**src/rtl/alu_issue_pkg.sv**
```systemverilog
// alu_issue shared definitions.
// Select encodings, FSM state constants and the overflow helper.
package alu_issue_pkg;

  localparam logic [1:0] OP_ADD = 2'd0;
  localparam logic [1:0] OP_SUB = 2'd1;
  localparam logic [1:0] OP_MUL = 2'd2;
  localparam logic [1:0] OP_DIV = 2'd3;

  typedef logic [1:0] state_t;

  localparam state_t S_IDLE = 2'd0;
  localparam state_t S_DIV  = 2'd1;
  localparam state_t S_DONE = 2'd2;

  function automatic logic ovf_f(
    input logic am,
    input logic bm,
    input logic om
  );
    return (am & bm & ~om) | (~am & ~bm & om);
  endfunction

endpackage

```
**src/rtl/alu_issue_if.sv**
```systemverilog
// alu_issue request/response bundle.
// Master drives requests, slave is the ALU.
interface alu_issue_if #(
  parameter int WIDTH = 4
);
  logic             in_valid;
  logic             in_ready;
  logic [WIDTH-1:0] a;
  logic [WIDTH-1:0] b;
  logic [1:0]       select;
  logic             out_valid;
  logic             out_ready;
  logic [WIDTH-1:0] out;
  logic             zero;
  logic             carry;
  logic             sign;
  logic             parity;
  logic             overflow;
  logic             div0;

  modport master (
    output in_valid, a, b, select, out_ready,
    input  in_ready, out_valid, out,
    input  zero, carry, sign, parity, overflow, div0
  );

  modport slave (
    input  in_valid, a, b, select, out_ready,
    output in_ready, out_valid, out,
    output zero, carry, sign, parity, overflow, div0
  );
endinterface

```
**src/rtl/alu_div_seq.sv**
```systemverilog
// Iterative restoring divider.
// One quotient bit per cycle, done pulses after WIDTH steps.
module alu_div_seq #(
  parameter int WIDTH = 4
) (
  input  logic             clk,
  input  logic             reset,
  input  logic             start,
  input  logic [WIDTH-1:0] a,
  input  logic [WIDTH-1:0] b,
  output logic [WIDTH-1:0] quotient,
  output logic             done
);
  localparam int CW = $clog2(WIDTH + 1);

  logic [WIDTH-1:0] rem;
  logic [WIDTH-1:0] divisor;
  logic [CW-1:0]    cnt;
  logic             busy;
  logic [WIDTH:0]   shifted;
  logic [WIDTH:0]   diff;

  // trial subtract of the divisor from the shifted remainder
  always_comb begin
    shifted = {rem, quotient[WIDTH-1]};
    diff    = shifted - {1'b0, divisor};
  end

  // load on start, then shift in one quotient bit per cycle
  always_ff @(posedge clk or posedge reset) begin
    if (reset) begin
      quotient <= '0;
      rem      <= '0;
      divisor  <= '0;
      cnt      <= '0;
      busy     <= 1'b0;
      done     <= 1'b0;
    end else begin
      done <= 1'b0;
      if (start) begin
        quotient <= a;
        rem      <= '0;
        divisor  <= b;
        cnt      <= CW'(WIDTH);
        busy     <= 1'b1;
      end else if (busy) begin
        if (!diff[WIDTH]) begin
          rem      <= diff[WIDTH-1:0];
          quotient <= {quotient[WIDTH-2:0], 1'b1};
        end else begin
          rem      <= shifted[WIDTH-1:0];
          quotient <= {quotient[WIDTH-2:0], 1'b0};
        end
        cnt <= cnt - CW'(1);
        if (cnt == CW'(1)) begin
          busy <= 1'b0;
          done <= 1'b1;
        end
      end
    end
  end
endmodule

```
**src/rtl/alu_issue.sv**
```systemverilog
// Single-issue ALU with valid/ready handshake.
// Add/sub/mul finish in one cycle, divide iterates.
module alu_issue
  import alu_issue_pkg::*;
#(
  parameter int WIDTH = 4,
  parameter int CNT_W = 8
) (
  input  logic             clk,
  input  logic             reset,
  alu_issue_if.slave       io,
  input  logic             clr_sticky,
  output logic             sticky_carry,
  output logic             sticky_ovf,
  output logic [CNT_W-1:0] op_count
);
  state_t           state;
  state_t           state_nx;
  logic             accept;
  logic             hs;
  logic             start;
  logic             fin;
  logic             div_done;
  logic [WIDTH-1:0] quotient;
  logic [WIDTH:0]   imm;
  logic             imm_div0;
  logic             ld;
  logic [WIDTH-1:0] res;
  logic             res_c;
  logic             res_v;
  logic             res_d0;
  logic             a_msb_q;
  logic             b_msb_q;

  assign io.in_ready  = (state == S_IDLE) |
                        ((state == S_DONE) & io.out_ready);
  assign io.out_valid = (state == S_DONE);
  assign accept = io.in_valid & io.in_ready;
  assign hs     = io.out_valid & io.out_ready;
  assign start  = accept & (io.select == OP_DIV) &
                  (io.b != '0);
  assign fin    = (state == S_DIV) & div_done;

  alu_div_seq #(
    .WIDTH(WIDTH)
  ) u_div (
    .clk     (clk),
    .reset   (reset),
    .start   (start),
    .a       (io.a),
    .b       (io.b),
    .quotient(quotient),
    .done    (div_done)
  );

  // single-cycle result with carry/borrow in the top bit
  always_comb begin
    imm      = '0;
    imm_div0 = 1'b0;
    unique case (1'b1)
      io.select == OP_ADD:
        imm = {1'b0, io.a} + {1'b0, io.b};
      io.select == OP_SUB:
        imm = {1'b0, io.a} - {1'b0, io.b};
      io.select == OP_MUL:
        imm = {1'b0, io.a} * {1'b0, io.b};
      default: begin
        imm      = {1'b0, {WIDTH{1'b1}}};
        imm_div0 = 1'b1;
      end
    endcase
  end

  // pick between immediate result and finished quotient
  always_comb begin
    ld     = fin | (accept & ~start);
    res    = fin ? quotient : imm[WIDTH-1:0];
    res_c  = fin ? 1'b0 : imm[WIDTH];
    res_d0 = fin ? 1'b0 : imm_div0;
    res_v  = fin ?
      ovf_f(a_msb_q, b_msb_q, quotient[WIDTH-1]) :
      ovf_f(io.a[WIDTH-1], io.b[WIDTH-1], imm[WIDTH-1]);
  end

  // next-state: accept wins, then divide finish, then drain
  always_comb begin
    state_nx = state;
    if (accept)   state_nx = start ? S_DIV : S_DONE;
    else if (fin) state_nx = S_DONE;
    else if (hs)  state_nx = S_IDLE;
  end

  // state and latched operand signs
  always_ff @(posedge clk or posedge reset) begin
    if (reset) begin
      state   <= S_IDLE;
      a_msb_q <= 1'b0;
      b_msb_q <= 1'b0;
    end else begin
      state <= state_nx;
      if (accept) begin
        a_msb_q <= io.a[WIDTH-1];
        b_msb_q <= io.b[WIDTH-1];
      end
    end
  end

  // registered result and flags, held until loaded again
  always_ff @(posedge clk or posedge reset) begin
    if (reset) begin
      io.out      <= '0;
      io.carry    <= 1'b0;
      io.zero     <= 1'b0;
      io.sign     <= 1'b0;
      io.parity   <= 1'b0;
      io.overflow <= 1'b0;
      io.div0     <= 1'b0;
    end else if (ld) begin
      io.out      <= res;
      io.carry    <= res_c;
      io.zero     <= (res == '0);
      io.sign     <= res[WIDTH-1];
      io.parity   <= ~^res;
      io.overflow <= res_v;
      io.div0     <= res_d0;
    end
  end

  // sticky flags and handshake counter
  always_ff @(posedge clk or posedge reset) begin
    if (reset) begin
      sticky_carry <= 1'b0;
      sticky_ovf   <= 1'b0;
      op_count     <= '0;
    end else begin
      if (hs) begin
        sticky_carry <= io.carry | (sticky_carry & ~clr_sticky);
        sticky_ovf   <= io.overflow | (sticky_ovf & ~clr_sticky);
        op_count     <= op_count + CNT_W'(1);
      end else if (clr_sticky) begin
        sticky_carry <= 1'b0;
        sticky_ovf   <= 1'b0;
      end
    end
  end
endmodule
```
**src/flat_wrapper.sv**
```systemverilog
// flat-port wrapper written by rule: the top's interface ports become plain ports
module alu_issue_flat import alu_issue_pkg::*;
#(
  parameter int WIDTH = 4,
  parameter int CNT_W = 8
)
  (clk, reset, clr_sticky, sticky_carry, sticky_ovf, op_count, io_in_valid, io_a, io_b, io_select, io_out_ready, io_in_ready, io_out_valid, io_out, io_zero, io_carry, io_sign, io_parity, io_overflow, io_div0);
  alu_issue_if #(.WIDTH(WIDTH)) io_i ();
  input  logic clk;
  input  logic reset;
  input  logic clr_sticky;
  output logic sticky_carry;
  output logic sticky_ovf;
  output logic [CNT_W-1:0] op_count;
  input wire logic [$bits(io_i.in_valid)-1:0] io_in_valid;
  input wire logic [$bits(io_i.a)-1:0] io_a;
  input wire logic [$bits(io_i.b)-1:0] io_b;
  input wire logic [$bits(io_i.select)-1:0] io_select;
  input wire logic [$bits(io_i.out_ready)-1:0] io_out_ready;
  output wire logic [$bits(io_i.in_ready)-1:0] io_in_ready;
  output wire logic [$bits(io_i.out_valid)-1:0] io_out_valid;
  output wire logic [$bits(io_i.out)-1:0] io_out;
  output wire logic [$bits(io_i.zero)-1:0] io_zero;
  output wire logic [$bits(io_i.carry)-1:0] io_carry;
  output wire logic [$bits(io_i.sign)-1:0] io_sign;
  output wire logic [$bits(io_i.parity)-1:0] io_parity;
  output wire logic [$bits(io_i.overflow)-1:0] io_overflow;
  output wire logic [$bits(io_i.div0)-1:0] io_div0;
  assign io_i.in_valid = io_in_valid;
  assign io_i.a = io_a;
  assign io_i.b = io_b;
  assign io_i.select = io_select;
  assign io_i.out_ready = io_out_ready;
  assign io_in_ready = io_i.in_ready;
  assign io_out_valid = io_i.out_valid;
  assign io_out = io_i.out;
  assign io_zero = io_i.zero;
  assign io_carry = io_i.carry;
  assign io_sign = io_i.sign;
  assign io_parity = io_i.parity;
  assign io_overflow = io_i.overflow;
  assign io_div0 = io_i.div0;
  alu_issue #(.WIDTH(WIDTH), .CNT_W(CNT_W)) u_core (.clk(clk), .reset(reset), .io(io_i), .clr_sticky(clr_sticky), .sticky_carry(sticky_carry), .sticky_ovf(sticky_ovf), .op_count(op_count));
endmodule
```
**config.mk**
```make
export PLATFORM = sky130hd
export DESIGN_NAME = alu_issue_flat
export DESIGN_NICKNAME = d
export VERILOG_FILES = /design/src/rtl/alu_issue_pkg.sv /design/src/rtl/alu_issue_if.sv /design/src/rtl/alu_div_seq.sv /design/src/rtl/alu_issue.sv /design/src/flat_wrapper.sv
export SDC_FILE = /design/constraint.sdc
export NUM_CORES = 1
export LEC_CHECK = 0
export ABC_AREA = 1
export BUFFER_PORTS_ARGS = -buffer_cell sky130_fd_sc_hd__buf_4
export CAP_MARGIN = 0
export CORE_MARGIN = 8
export CORE_UTILIZATION = 40
export DETAILED_ROUTE_END_ITERATION = 12
export PLACE_DENSITY = 0.62
export SETUP_SLACK_MARGIN = 0.05
export SLEW_MARGIN = 20
export SYNTH_ARGS = -nofsm -noshare
export SYNTH_HDL_FRONTEND = slang
export SYNTH_SLANG_ARGS = --single-unit
```
**constraint.sdc**
```tcl
create_clock -name clk -period 3.43 [get_ports clk]
set_input_delay 0.686 -clock clk [delete_from_list [all_inputs] [get_ports clk]]
set_output_delay 0.686 -clock clk [all_outputs]
set_load 0.03 [all_outputs]
```
== Yosys cells after proc, flatten, opt, wreduce, memory -nomap -nowiden ==
Cells that the tools add are included.

* Input bits: 15
* RAM bits: 0
* Bits in read-only memories: 0
* Latch bits: 0
* Memories kept: 0
* Word-level logic and storage cells: 97
* Register bits: 41
* Output and inout bits: 22

* Magnitude comparators: 0
* Shift operators: 0
* Divide/modulo/power cells: 0
* Multiplexer cells: 27
* Equal/unequal tests: 6
* Reductions and logical operators: 9
* Add/subtract/negate cells: 5
* Bitwise logic cells: 30
* Multipliers: 1

{| class="wikitable"
|+ Operators by type and width
! cell !! count
|-
| $mux W4 || 6
|-
| $and A1 B1 Y1 || 16
|-
| $pmux W5 S3 || 1
|-
| $mux W1 || 14
|-
| $add A8 B1 Y8 const B || 1
|-
| $mux W2 || 4
|-
| $not A1 Y1 || 8
|-
| $eq A2 B2 Y1 const B || 3
|-
| $mux W3 || 2
|-
| $or A1 B1 Y1 || 6
|-
| $add A4 B4 Y5 || 1
|-
| $mul A4 B4 Y5 || 1
|-
| $sub A4 B4 Y5 || 1
|-
| $sub A5 B4 Y5 || 1
|-
| $eq A2 B1 Y1 const B || 2
|-
| $logic_not A2 Y1 || 2
|-
| $logic_not A4 Y1 || 1
|-
| $reduce_bool A2 Y1 || 2
|-
| $reduce_bool A4 Y1 || 1
|-
| $reduce_xnor A4 Y1 || 1
|-
| $eq A3 B1 Y1 const B || 1
|-
| $reduce_bool A3 Y1 || 1
|-
| $reduce_or A3 Y1 || 1
|-
| $sub A3 B1 Y3 const B || 1
|}

== Logic depth before layout (Yosys ltp) ==
* Depth after elaboration: 9
* Depth in mapped cells: 15

== By module ==
A second synthesis with hierarchy kept.

* Cells, all modules: 325
* Area, all modules: 2701.3 um^2

{| class="wikitable"
|+ Modules (own cells, without submodules)
! module !! cells each !! area an instance (um^2) !! instances
|-
| alu_issue || 209 || 1727.9 || 1
|-
| alu_div_seq || 116 || 973.4 || 1
|}

== Worst setup path before layout ==
No wires, ideal clock.

* Kind: input port to flip-flop
* Start point: input port io_a[0]
* End point: register u_core.io.parity
* Data arrival time: 3.172 ns
* Required time: 3.309 ns
* Path buffers: 0
* Slack: 0.136 ns
* Cell stages on the path: 13
* Path through: nand2_1 fa_1 inv_1 fa_1 inv_1 fa_1 nand2_1 nand2_1 nand2_1 o21ai_0 ha_1 xor2_1 o21ai_2

* Longest elaborated chain between the ends: 4

{| class="wikitable"
|+ Ends and longest elaborated chain
! element !! RTL line !! source
|-
| from (decl) || flat_wrapper.sv:16 || <nowiki>input wire logic [$bits(io_i.a)-1:0] io_a;</nowiki>
|-
| $mul A4 B4 Y5, or another cell as far along || alu_issue.sv:66 || <nowiki>imm = {1'b0, io.a} * {1'b0, io.b};</nowiki>
|-
| $pmux W5 S3 (*) || alu_issue.sv:60 || <nowiki>unique case (1'b1)</nowiki>
|-
| $mux W4 (*) || alu_issue.sv:77 || <nowiki>res = fin ? quotient : imm[WIDTH-1:0];</nowiki>
|-
| $reduce_xnor A4 Y1 (*) || alu_issue.sv:123 || <nowiki>io.parity <= ~^res;</nowiki>
|-
| to (signal assigned) || alu_issue.sv:123 ||
|-
| to (decl) || alu_issue_if.sv:30 || <nowiki>output zero, carry, sign, parity, overflow, div0</nowiki>
|}

Every way passes the cells marked *; elsewhere a longest branch is shown, timed or not.
A chain may end at the register's enable or synchronous reset.

== Worst setup path after layout ==
Ends and elaborated chain as after synthesis.

==> metrics <==
result of the run complete, no violations; via count of the first global-routing pass 1,990; worst hold path startpoint u_core.op_count[7]; count of endpoints failing setup in the final report 0; RR Endpoint u_core.u_div.rem[3]; total design power 2.29 mW; placer congestion estimate between 0.8 and 0.9; cell-internal power between 1 and 1.5 mW; share of the cycle needed by the critical path after routing 0.929; Gate power share 0.482; per-instance average area after synthesis 8.61 sq um; switching power 0.971 mW; register-to-register setup slack 1.14 ns; synthesized netlist cell count 296; share of total power in sequential cells 0.340; P_leak about 1.6 nW; largest net degree at the start of global routing 41; Sequential cell area 1000 sq um; Hold Vio Cnt, Final 0; total global-route track usage 0.122; worst-case vdd ir drop 0.436 mV; Worst slew margin 0.636; mean number of vias per cell 4.80; upper clock frequency limit 314 MHz; CTS tree built; share of layout cells above drive strength 1 0.228; # diodes 0; antenna violations before repair 0; final-report max-slew violation count 0; synthesized netlist net count 335; Non-Filler Cell Area, Final roughly 3100 sq um; remaining global-route overflow 0; post-route minimum period 3.19 ns; cell area after synthesis 2550 sq um; Worst Setup End Kind flop; count of pins on the block boundary 37; count of state elements after synthesis 40; sinks on the clock net 40; part of the Yosys area used for sequential elements 0.393; startpoint type of the worst setup path primary input; Final Routed Wirelength 5.30 mm; switching fraction of total power 0.424; number of nets in the layout approximately 380; routed length per placed instance 12.5 microns; CP max FO 2; remaining number of nets flagged by the antenna check after routing 0; # rows 29; starting utilization of the core area 0.409; die boundary height 95.8 microns; Layout Skew roughly 0.011 ns; launch point of the critical path io_a[0]; number of optimization iterations in the first detailed-route pass 4; post-placement cell area 2950 sq um; filler cell count in the final layout 615; die boundary width ~96 microns; Post-Route M1 WL 2.53 mm; number of buffers created by CTS 5; PD cells 741 nW/um^2; count of vias placed by the detailed router around 2,000; Hold-fix buffers, CTS 0; Worst R2R Path Depth 9; top layer reached by signal wires met4; max-capacitance violation count 0; data arrival at the endpoint of the critical path 3.41 ns; Critical R2R Launch u_core.u_div.quotient[3]; post-layout util 0.496; clock group share of total power 0.177; Detail Route met2 WL 2.30 mm; H-tree level count 2; insertion delay of the later-clocked pin in the worst-skew pair 0.29 ns; number of buffers added on ports 36; buffer depth of the longest clock path 2; Setup Crit Path Kind in2reg; WP data required 3.66 ns; Tightest Pin Transition 0.545 ns; Floorplan Core Area approximately 6200 sq um; global-route wire length before repair 8.93 mm; HPWL after detailed placement 4.18 mm; clock edge transition at the registers on the reported setup and hold paths around 0.08 ns; Ys Warns 0; number of design-rule violations left by the first detailed-router iteration 43; Hold EP u_core.op_count[7]; area taken by multi-input logic gates between 1000 and 1500 sq um; layout overhead on the synthesized area 21.3%; count of unresolved DRC violations after routing 0; distinct cell type count after synthesis 33; depth of the worst hold-timing path 1; setup repair after global routing missed its margin false; class of the tightest hold or removal check reg2reg; met3 WL 396 microns; area of the die roughly 9000 sq um; cell at the root of the clock tree sky130_fd_sc_hd__clkbuf_8
## flip-flops by register name (all words and copies together), names as in the netlist, 2 cells and up
| signal | count |
|---|---|
| u_core.op_count | 8 |
| u_core.io.out | 3 |
| u_core.u_div.quotient | 4 |
| u_core.u_div.cnt | 3 |
| u_core.state | 2 |
| u_core.u_div.rem | 4 |
| u_core.u_div.divisor | 4 |
## stage by stage
| step | setup TNS [ns] | worst slack (ns) | hold slack [ns] | instances |
|---|---|---|---|---|
| floorplan | 0 | 0.136 | 0.444 | 296 |
| global placement | -0.0688 | -0.0688 | 0.466 | 413 |
| detailed placement | -0.127 | -0.127 | 0.464 | 413 |
| CTS | 0 | 0.183 | 0.480 | 421 |
| global route | 0 | 0.0380 | 0.510 | 423 |
| finish | 0 | 0.244 | 0.472 | 423 |
## synth_stat cells
master                      n  area [sq um]
sky130_fd_sc_hd__o22ai_1    3          18.8
sky130_fd_sc_hd__nor3_2     1          10.0
sky130_fd_sc_hd__o21bai_1   2          15.0
sky130_fd_sc_hd__nor2_8     2          40.0
sky130_fd_sc_hd__nand2_4    1          11.3
sky130_fd_sc_hd__nor2_4     3          33.8
sky130_fd_sc_hd__dfrtp_1   40          1000
sky130_fd_sc_hd__buf_6      1          11.3
sky130_fd_sc_hd__ha_1      19           238
sky130_fd_sc_hd__o221ai_1   3          26.3
sky130_fd_sc_hd__nand3_2    2          20.0
sky130_fd_sc_hd__nor2_2     1          6.26
sky130_fd_sc_hd__nor3_1     2          10.0
sky130_fd_sc_hd__nor3b_2    1          12.5
sky130_fd_sc_hd__xor2_1    10          87.6
sky130_fd_sc_hd__inv_1     43           161
sky130_fd_sc_hd__a21oi_1   17          85.1
sky130_fd_sc_hd__fa_1       5           100
sky130_fd_sc_hd__o21ai_2    3          26.3
sky130_fd_sc_hd__nand3b_1   1          7.51
sky130_fd_sc_hd__nand3_1   12          60.1
sky130_fd_sc_hd__xnor2_1    7          61.3
sky130_fd_sc_hd__o31ai_1    2          15.0
sky130_fd_sc_hd__buf_4      1          7.51
sky130_fd_sc_hd__or2_2      1          6.26
sky130_fd_sc_hd__and3_1     1          6.26
sky130_fd_sc_hd__o211ai_1   2          15.0
sky130_fd_sc_hd__nor2_1     8          30.0
sky130_fd_sc_hd__buf_2      1          5.00
sky130_fd_sc_hd__nand2_1   68           255
sky130_fd_sc_hd__inv_2      4          15.0
sky130_fd_sc_hd__nand2_2    5          31.3
sky130_fd_sc_hd__o21ai_0   24           120
## what timing repair did
action | CTS | global route
gates resized for setup | 0 | 3
endpoints found under the setup margin | 0 | 1
setup buffers | 0 | 2
## cells by family after synthesis
group	Yosys count	synth area share
compound gates	56	0.126
simple gates	109	0.212
flops	40	0.393
fa+ha+maj	24	0.132
buf+inv	50	0.0785
xor+xnor	17	0.0584
## layout by cell type, fill, tap and decap left out, drive strengths merged, types with 3 or more instances in the layout
cell / count
nand2: 74
inv: 47
buf: 45
dfrtp: 40
o21ai: 27
ha: 19
a21oi: 17
nand3: 14
nor2: 14
xor2: 10
xnor2: 7
clkbuf: 6
fa: 5
o22ai: 3
o221ai: 3
nor3: 3
## routing by layer
layer	global-route usage	vias to the layer above
li1	-	1044
met1	0.160	934
met2	0.193	47
met3	0.0312	7
met4	0.0346	0
met5	0	-
## worst max-delay path by stage
stage	depth (start not counted)	slack [ns]	to
2_1_floorplan	13	0.14	u_core.io.parity
3_3_place_gp	14	-0.07	u_core.io.parity
3_5_place_dp	14	-0.13	u_core.io.parity
4_1_cts	14	0.18	u_core.io.parity
5_1_grt	14	0.04	u_core.io.parity
6_report	14	0.24	u_core.io.parity
## worst max-delay path, cell delays in order
cell	delay, ns
sky130_fd_sc_hd__buf_4	0.08
sky130_fd_sc_hd__nand2_1	0.07
sky130_fd_sc_hd__fa_1	0.53
sky130_fd_sc_hd__inv_1	0.05
sky130_fd_sc_hd__fa_1	0.53
sky130_fd_sc_hd__inv_1	0.05
sky130_fd_sc_hd__fa_1	0.53
sky130_fd_sc_hd__nand2_1	0.08
sky130_fd_sc_hd__nand2_1	0.10
sky130_fd_sc_hd__nand2_1	0.07
sky130_fd_sc_hd__o21ai_2	0.09
sky130_fd_sc_hd__ha_1	0.28
sky130_fd_sc_hd__xor2_2	0.16
sky130_fd_sc_hd__o21ai_2	0.11
## layout make-up
cell class,count,area share
Clock buffer,6,0.0267
Multi-Input combinational cell,206,0.440
Tap cell,77,0.0311
Timing Repair Buffer,45,0.109
Sequential cell,40,0.324
Clock inverter,2,0.0125
Inverter,47,0.0570
## power by group through the flow
stage	Combinational, mW	Sequential [mW]	Clock (mW)
2_1_floorplan	0.668	0.901	0
4_1_cts	1.10	0.780	0.417
5_1_grt	1.25	0.805	0.437
6_report	1.10	0.780	0.406
3_5_place_dp	1.10	0.788	0
3_3_place_gp	1.07	0.784	0
(Power assumes the default switching activity.)
